<file path="src/rtl/subset_sum_enum_pkg.sv">
// Shared constants, state encoding and width helpers for the subset-sum enumerator.
// Optional sol_count output is enabled with SUBSET_ENUM_COUNT_EN.
package subset_sum_pkg;
  localparam int DEF_N     = 4;
  localparam int DEF_IDX_W = 5;
  localparam int DEF_SUM_W = 5;

  typedef enum logic [1:0] {
    IDLE,
    SCAN,
    HOLD,
    DONE
  } state_e;

  function automatic int sum_w(input int idx_w);
    return idx_w + 2;
  endfunction

  function automatic int cnt_w(input int n);
    return $clog2(n * n * n + 1);
  endfunction
endpackage

</file>
<file path="src/rtl/subset_sum_enum_if.sv">
// Host-side control and solution stream of the subset-sum enumerator.
// sol_count exists only when SUBSET_ENUM_COUNT_EN is defined.
interface subset_sum_enum_if
  import subset_sum_pkg::*;
#(
  parameter int N     = DEF_N,
  parameter int IDX_W = DEF_IDX_W,
  parameter int SUM_W = DEF_SUM_W
);
  logic             start;
  logic [SUM_W-1:0] psum;
  logic             busy;
  logic             sol_valid;
  logic             sol_ready;
  logic [IDX_W-1:0] sol_a;
  logic [IDX_W-1:0] sol_b;
  logic [IDX_W-1:0] sol_c;
  logic             done;
`ifdef SUBSET_ENUM_COUNT_EN
  logic [cnt_w(N)-1:0] sol_count;
`endif

  modport master (
    output start, psum, sol_ready,
`ifdef SUBSET_ENUM_COUNT_EN
    input  sol_count,
`endif
    input  busy, sol_valid, sol_a, sol_b, sol_c, done
  );

  modport slave (
    input  start, psum, sol_ready,
`ifdef SUBSET_ENUM_COUNT_EN
    output sol_count,
`endif
    output busy, sol_valid, sol_a, sol_b, sol_c, done
  );
endinterface

</file>
<file path="src/rtl/subset_sum_enum_triple_check.sv">
// Combinational acceptance rule for one (a, b, c) candidate against psum.
// Shared with the partial-sum checker so both sides agree on acceptance.
module triple_check
  import subset_sum_pkg::*;
#(
  parameter int IDX_W = DEF_IDX_W,
  parameter int SUM_W = DEF_SUM_W
) (
  input  logic [IDX_W-1:0] a,
  input  logic [IDX_W-1:0] b,
  input  logic [IDX_W-1:0] c,
  input  logic [SUM_W-1:0] psum,
  output logic             accept
);
  localparam int SW = sum_w(IDX_W);
  localparam int CW = (SW > SUM_W) ? SW : SUM_W;

  logic [SW-1:0] sum;
  logic [CW-1:0] sum_x;
  logic [CW-1:0] psum_x;
  logic          nz_ok;

  assign sum    = SW'(a) + SW'(b) + SW'(c);
  assign sum_x  = CW'(sum);
  assign psum_x = CW'(psum);
  // a == 0 only passes with two distinct nonzero tail indices
  assign nz_ok  = (a != '0) || ((b != '0) && (c != '0) && (b != c));
  assign accept = (sum_x == psum_x) && nz_ok;
endmodule

</file>
<file path="src/rtl/subset_sum_enum.sv">
// Lexicographic (a,b,c) scanner streaming accepted triples over valid/ready.
// Define SUBSET_ENUM_COUNT_EN to add the sol_count handshake counter.
module subset_sum_enum
  import subset_sum_pkg::*;
#(
  parameter int N     = DEF_N,
  parameter int IDX_W = DEF_IDX_W,
  parameter int SUM_W = DEF_SUM_W
) (
  input logic              clk,
  input logic              rst_n,
  subset_sum_enum_if.slave bus
);
  localparam logic [IDX_W-1:0] MAXI = IDX_W'(N - 1);

  state_e           state_q;
  logic [IDX_W-1:0] a_q, b_q, c_q;
  logic [IDX_W-1:0] a_d, b_d, c_d;
  logic [IDX_W-1:0] sa_q, sb_q, sc_q;
  logic [SUM_W-1:0] psum_q;
  logic             busy_q, valid_q, done_q;
  logic             hold_last_q;
  logic             accept, last;
`ifdef SUBSET_ENUM_COUNT_EN
  logic [cnt_w(N)-1:0] cnt_q;
`endif

  triple_check #(.IDX_W(IDX_W), .SUM_W(SUM_W)) u_chk (
    .a      (a_q),
    .b      (b_q),
    .c      (c_q),
    .psum   (psum_q),
    .accept (accept)
  );

  assign last = (a_q == MAXI) && (b_q == MAXI) && (c_q == MAXI);

  always_comb begin
    a_d = a_q;
    b_d = b_q;
    c_d = c_q + 1'b1;
    if (c_q == MAXI) begin
      c_d = '0;
      b_d = b_q + 1'b1;
      if (b_q == MAXI) begin
        b_d = '0;
        a_d = a_q + 1'b1;
      end
    end
  end

  always_ff @(posedge clk or negedge rst_n) begin
    if (!rst_n) begin
      state_q     <= IDLE;
      a_q         <= '0;
      b_q         <= '0;
      c_q         <= '0;
      sa_q        <= '0;
      sb_q        <= '0;
      sc_q        <= '0;
      psum_q      <= '0;
      busy_q      <= 1'b0;
      valid_q     <= 1'b0;
      done_q      <= 1'b0;
      hold_last_q <= 1'b0;
`ifdef SUBSET_ENUM_COUNT_EN
      cnt_q       <= '0;
`endif
    end else begin
      done_q <= 1'b0;
      unique case (state_q)
        IDLE: begin
          if (bus.start) begin
            psum_q  <= bus.psum;
            a_q     <= '0;
            b_q     <= '0;
            c_q     <= '0;
            busy_q  <= 1'b1;
            state_q <= SCAN;
`ifdef SUBSET_ENUM_COUNT_EN
            cnt_q   <= '0;
`endif
          end
        end
        SCAN: begin
          a_q <= a_d;
          b_q <= b_d;
          c_q <= c_d;
          if (accept) begin
            sa_q        <= a_q;
            sb_q        <= b_q;
            sc_q        <= c_q;
            valid_q     <= 1'b1;
            hold_last_q <= last;
            state_q     <= HOLD;
          end else if (last) begin
            busy_q  <= 1'b0;
            done_q  <= 1'b1;
            state_q <= DONE;
          end
        end
        HOLD: begin
          if (bus.sol_ready) begin
            valid_q <= 1'b0;
`ifdef SUBSET_ENUM_COUNT_EN
            cnt_q   <= cnt_q + 1'b1;
`endif
            if (hold_last_q) begin
              busy_q  <= 1'b0;
              done_q  <= 1'b1;
              state_q <= DONE;
            end else begin
              state_q <= SCAN;
            end
          end
        end
        DONE: state_q <= IDLE;
        default: state_q <= IDLE;
      endcase
    end
  end

  assign bus.busy      = busy_q;
  assign bus.sol_valid = valid_q;
  assign bus.sol_a     = sa_q;
  assign bus.sol_b     = sb_q;
  assign bus.sol_c     = sc_q;
  assign bus.done      = done_q;
`ifdef SUBSET_ENUM_COUNT_EN
  assign bus.sol_count = cnt_q;
`endif
endmodule

</file>
<file path="src/flat_wrapper.sv">
// flat-port wrapper written by rule: the top's interface ports become plain ports
module subset_sum_enum_flat import subset_sum_pkg::*;
#(
  parameter int N     = DEF_N,
  parameter int IDX_W = DEF_IDX_W,
  parameter int SUM_W = DEF_SUM_W
)
  (clk, rst_n, bus_start, bus_psum, bus_sol_ready, bus_busy, bus_sol_valid, bus_sol_a, bus_sol_b, bus_sol_c, bus_done);
  subset_sum_enum_if #(.N(N), .IDX_W(IDX_W), .SUM_W(SUM_W)) bus_i ();
  input logic clk;
  input logic rst_n;
  input wire logic [$bits(bus_i.start)-1:0] bus_start;
  input wire logic [$bits(bus_i.psum)-1:0] bus_psum;
  input wire logic [$bits(bus_i.sol_ready)-1:0] bus_sol_ready;
  output wire logic [$bits(bus_i.busy)-1:0] bus_busy;
  output wire logic [$bits(bus_i.sol_valid)-1:0] bus_sol_valid;
  output wire logic [$bits(bus_i.sol_a)-1:0] bus_sol_a;
  output wire logic [$bits(bus_i.sol_b)-1:0] bus_sol_b;
  output wire logic [$bits(bus_i.sol_c)-1:0] bus_sol_c;
  output wire logic [$bits(bus_i.done)-1:0] bus_done;
  assign bus_i.start = bus_start;
  assign bus_i.psum = bus_psum;
  assign bus_i.sol_ready = bus_sol_ready;
  assign bus_busy = bus_i.busy;
  assign bus_sol_valid = bus_i.sol_valid;
  assign bus_sol_a = bus_i.sol_a;
  assign bus_sol_b = bus_i.sol_b;
  assign bus_sol_c = bus_i.sol_c;
  assign bus_done = bus_i.done;
  subset_sum_enum #(.N(N), .IDX_W(IDX_W), .SUM_W(SUM_W)) u_core (.clk(clk), .rst_n(rst_n), .bus(bus_i));
endmodule
</file>
<file path="config.mk">
export PLATFORM = sky130hd
export DESIGN_NAME = subset_sum_enum_flat
export DESIGN_NICKNAME = d
export VERILOG_FILES = /design/src/rtl/subset_sum_enum_pkg.sv /design/src/rtl/subset_sum_enum_if.sv /design/src/rtl/subset_sum_enum_triple_check.sv /design/src/rtl/subset_sum_enum.sv /design/src/flat_wrapper.sv
export SDC_FILE = /design/constraint.sdc
export NUM_CORES = 1
export LEC_CHECK = 0
export CAP_MARGIN = 20
export CORE_ASPECT_RATIO = 1.1
export CORE_MARGIN = 8
export CORE_UTILIZATION = 56
export CTS_BUF_LIST = sky130_fd_sc_hd__clkbuf_16
export DETAILED_ROUTE_END_ITERATION = 10
export PLACE_DENSITY_LB_ADDON = 0.3
export SYNTH_ARGS = -nofsm -noshare
export SYNTH_HDL_FRONTEND = slang
export SYNTH_SLANG_ARGS = --single-unit
export TNS_END_PERCENT = 5
</file>
<file path="constraint.sdc">
create_clock -name clk -period 6.29 [get_ports clk]
set_input_delay 1.258 -clock clk [delete_from_list [all_inputs] [get_ports clk]]
set_output_delay 1.258 -clock clk [all_outputs]
set_load 0.1 [all_outputs]
</file>
==> key figures <==
Timing
  – Final count of negative-setup-slack endpoints: 0
  – Final-layout setup total negative slack: 0 ns
  – Unrepaired setup endpoints after global routing: no
  – Setup Skew: 0.00383 ns
  – Least-Margin Pin Slew: 0.976 ns
  – Fin. Hold Viols: 0
  – Maximum achievable frequency: 211 MHz
  – Shortest clock period the worst path allows after layout: 4.74 ns
  – Max-slew violation total from the final report: 0
  – Final worst setup slack: 1.55 ns
  – Final worst path period share: 75.4%
  – Max-slew headroom at the worst pin: 34.8%

Global routing
  – Wire length of the first global-routing pass: 8720 um
  – GRT Total Usage: 16.0%
  – Vias in the first global route: 1,851
  – Number of antenna violations at the first check in global routing: 0
  – Aggregate global routing overflow: 0
  – Maximum number of pins on one net before global-route repair: 42

Yosys
  – Share of synthesized area occupied by flip-flops and latches: 40.9%
  – Leading register cell type out of synthesis: sky130_fd_sc_hd__dfrtp_1
  – Mean area per synthesized cell: 10.5 um^2
  – Flop and latch count out of synthesis: 41
  – Net count after synthesis: 272
  – Gate count after technology mapping: 240
  – Synth unique cells: 39
  – Warning count from the yosys run: 0
  – Post-synthesis instance area: 0.00251 mm^2
  – Async S/R FF share, synth: 100%
  – Number of enable-type register cells in the synthesized netlist: 0

Finish
  – Final-layout fill cell count: 328
  – Most frequent cells in the layout: 41 x sky130_fd_sc_hd__dfrtp_1, 25 x sky130_fd_sc_hd__clkdlybuf4s50_1, 21 x sky130_fd_sc_hd__nand2_1, 21 x sky130_fd_sc_hd__ha_1, 17 x sky130_fd_sc_hd__inv_1
  – Number of antenna diodes: 0
  – Most frequent standard cell in the layout excluding fill and tap cells: sky130_fd_sc_hd__dfrtp_1
  – Ratio of cells with drive above 1 in the final layout: 11.6%
  – Relative area change from synthesis to final layout: 18.1%
  – Nets: 298

Floorplanning
  – Io pins: 27
  – Horizontal extent of the die: 79.8 um
  – Die H: 86.2 um
  – Starting utilization of the core area: 58.2%
  – Core Area: 0.00432 mm^2
  – Overall die area: 0.00689 mm^2
  – Placement Rows: 25

Route
  – Detailed-route via count: 1,852
  – DRC viols: 0
  – Routed vias/inst: 5.77
  – Wire length on met3: 189 um
  – Detailed Route WL: 5090 um
  – Routed wirelength normalized by instance count: 15.9 um
  – Met2 WL: 2590 um
  – WL met1: 2210 um
  – Number of DRC markers after the initial detailed-route iteration: 125
  – Count of nets left with antenna violations after detail routing: 0
  – Pre-Repair DR Iteration Count: 4
  – Highest routed metal layer: met4

Critical path
  – Category of the critical setup timing path: register to register
  – Required arrival time at the worst endpoint: 6.46 ns
  – Largest stage delay, worst path: 0.59 ns
  – Worst Setup Start Kind: register
  – Cell with the largest stage delay on the worst path: sky130_fd_sc_hd__or4_4
  – Cell-by-cell trace of the critical path: ha_1, inv_1, fa_1, inv_1, a21o_1, a21oi_1, xnor2_1, ha_1, nand2_1, or3_1, or4_1, mux2_2, or4_4, or2_1, mux2_4
  – Crit end category: register
  – Worst-path maximum fanout: 16
  – WP data arrival: 4.91 ns

Placed design
  – Worst-case setup slack after placement: 1.57 ns
  – Routability-driven placement congestion ratio: 0.862
  – HPWL reported at the end of detailed placement: 3740 um
  – IO buf count: 26

Clock tree
  – Latest clock arrival within the worst-skew pair: 0.28 ns
  – Number of gates given a new drive strength after cts: 0
  – Post-CTS Setup Repair Bufs: 0
  – Clock buffer count from CTS: 5
  – Buffers from clock root to sink, at most: 2
  – Clock root buffer: sky130_fd_sc_hd__clkbuf_16
  – Depth of the CTS H-tree: 2
  – Clk sink count: 41
  – CTS clk-pin slew, worst paths: 0.06 ns
  – Clock tree from TritonCTS: built
  – Number of hold-repair buffers added at the cts stage: 0

Status
  – Result of the run: finished, final reports clean

Power
  – Maximum vdd ir drop: 0.241 mV
  – Standby leakage power: 1.43 nW
  – Power per Cell Area: 497 mW/mm^2

Run
  – Number of max-cap violations: 0

Worst hold path
  – Hold/Removal Path Class: register to register
-- kinds of logic after synthesis --
logic type	share of synthesized area [%]
xor gates and xnor gates	6.98
AOI/OAI and AO/OA	10.1
muxes	11.6
and+or+nand+nor	13.6
buffers and inverters	4.83
adders and majority gates	12.1
DFF	40.9
-- metal layers --
metal,vias to the layer above,global-route usage (%)
li1,895,-
met4,0,6.79
met5,-,0
met3,9,3.42
met1,917,18.7
met2,31,27.4
-- synthesized netlist by cell type (2+ instances only) --
cell type	instances	area share, %
sky130_fd_sc_hd__fa_1	2	1.6
sky130_fd_sc_hd__o21ai_0	13	2.6
sky130_fd_sc_hd__clkbuf_1	4	0.60
sky130_fd_sc_hd__o31ai_1	3	0.90
sky130_fd_sc_hd__o22ai_1	2	0.50
sky130_fd_sc_hd__nand4_1	6	1.5
sky130_fd_sc_hd__nand2_1	21	3.1
sky130_fd_sc_hd__nand2b_1	3	0.75
sky130_fd_sc_hd__nand3_1	8	1.6
sky130_fd_sc_hd__xor2_1	9	3.1
sky130_fd_sc_hd__inv_1	17	2.5
sky130_fd_sc_hd__ha_1	21	10
sky130_fd_sc_hd__and2_1	2	0.50
sky130_fd_sc_hd__nor2_1	13	1.9
sky130_fd_sc_hd__mux2_4	9	5.4
sky130_fd_sc_hd__a21oi_1	8	1.6
sky130_fd_sc_hd__nor2b_1	2	0.50
sky130_fd_sc_hd__buf_6	2	0.90
sky130_fd_sc_hd__a21o_1	4	1.2
sky130_fd_sc_hd__mux2i_1	2	0.80
sky130_fd_sc_hd__nor4b_1	3	1.0
sky130_fd_sc_hd__a311o_1	2	0.80
sky130_fd_sc_hd__xnor2_1	11	3.8
sky130_fd_sc_hd__mux2_2	12	5.4
sky130_fd_sc_hd__dfrtp_1	41	41
sky130_fd_sc_hd__nor3_1	7	1.4
-- cell type report --
cell class	count	area, um^2	area share (%)
repair buffers	26	255	8.60
flip-flops and latches	41	1030	34.6
clock inverters	3	65.1	2.19
multi-input cells	175	1360	46.0
well taps	54	67.6	2.28
inverters	17	63.8	2.15
clock buffers	5	125	4.22
-- path summary, 6_finish.rpt --
check                      depth (start not counted)           startpoint  slack (ns)                   to
setup / recovery                                  15        u_core.b_q[0]        1.55  u_core.bus.sol_c[3]
hold / removal                                     1  u_core.bus.sol_b[0]        0.51  u_core.bus.sol_b[0]
setup reg to reg                                  15        u_core.b_q[0]        1.55  u_core.bus.sol_c[3]
hold reg to reg                                    1  u_core.bus.sol_b[0]        0.51  u_core.bus.sol_b[0]
max in group asynchronous                          1                rst_n        4.64  u_core.bus.sol_a[1]
min in group asynchronous                          1                rst_n        1.10  u_core.bus.sol_b[3]
-- stage by stage --
| stage | instances | cell area, um^2 | utilization (%) | power, W | hold WS, ns |
|---|---|---|---|---|---|
| floorplan | 240 | 2510 | - | 0.000984 | 0.500 |
| global placement | 313 | 2780 | 64.3 | 0.00113 | 0.489 |
| detailed placement | 313 | 2780 | 64.3 | 0.00115 | 0.497 |
| CTS | 321 | 2970 | 68.7 | 0.00148 | 0.510 |
| global route | 321 | 2970 | 68.7 | 0.00158 | 0.523 |
| finish | 321 | 2970 | 68.7 | 0.00147 | 0.506 |
-- power breakdown --
part	total [W]	switching, W	internal (W)
clock network	0.000324	0.0000979	0.000226
registers	0.000412	0.0000787	0.000333
logic	0.000739	0.000468	0.000271
total	0.00147	0.000645	0.000830
-- state kept, by name, summed over array words and instances (netlist names) --
signal / flops
u_core.a_q: 5
u_core.b_q: 5
u_core.bus.busy: 1
u_core.bus.done: 1
u_core.bus.sol_a: 5
u_core.bus.sol_b: 5
u_core.bus.sol_c: 5
u_core.bus.sol_valid: 1
u_core.c_q: 5
u_core.hold_last_q: 1
u_core.psum_q: 5
u_core.state_q: 2
-- critical path, delay by kind of cell (launching register included) --
kind | cells | cell delay, ns
flops | 1 | 0.50
mux | 2 | 0.71
simple gates | 5 | 2.05
compound gates | 2 | 0.17
xor+xnor | 1 | 0.13
fa+ha+maj | 3 | 0.94
buf+inv | 2 | 0.12
Note: power is estimated with default switching activity, not from simulation.
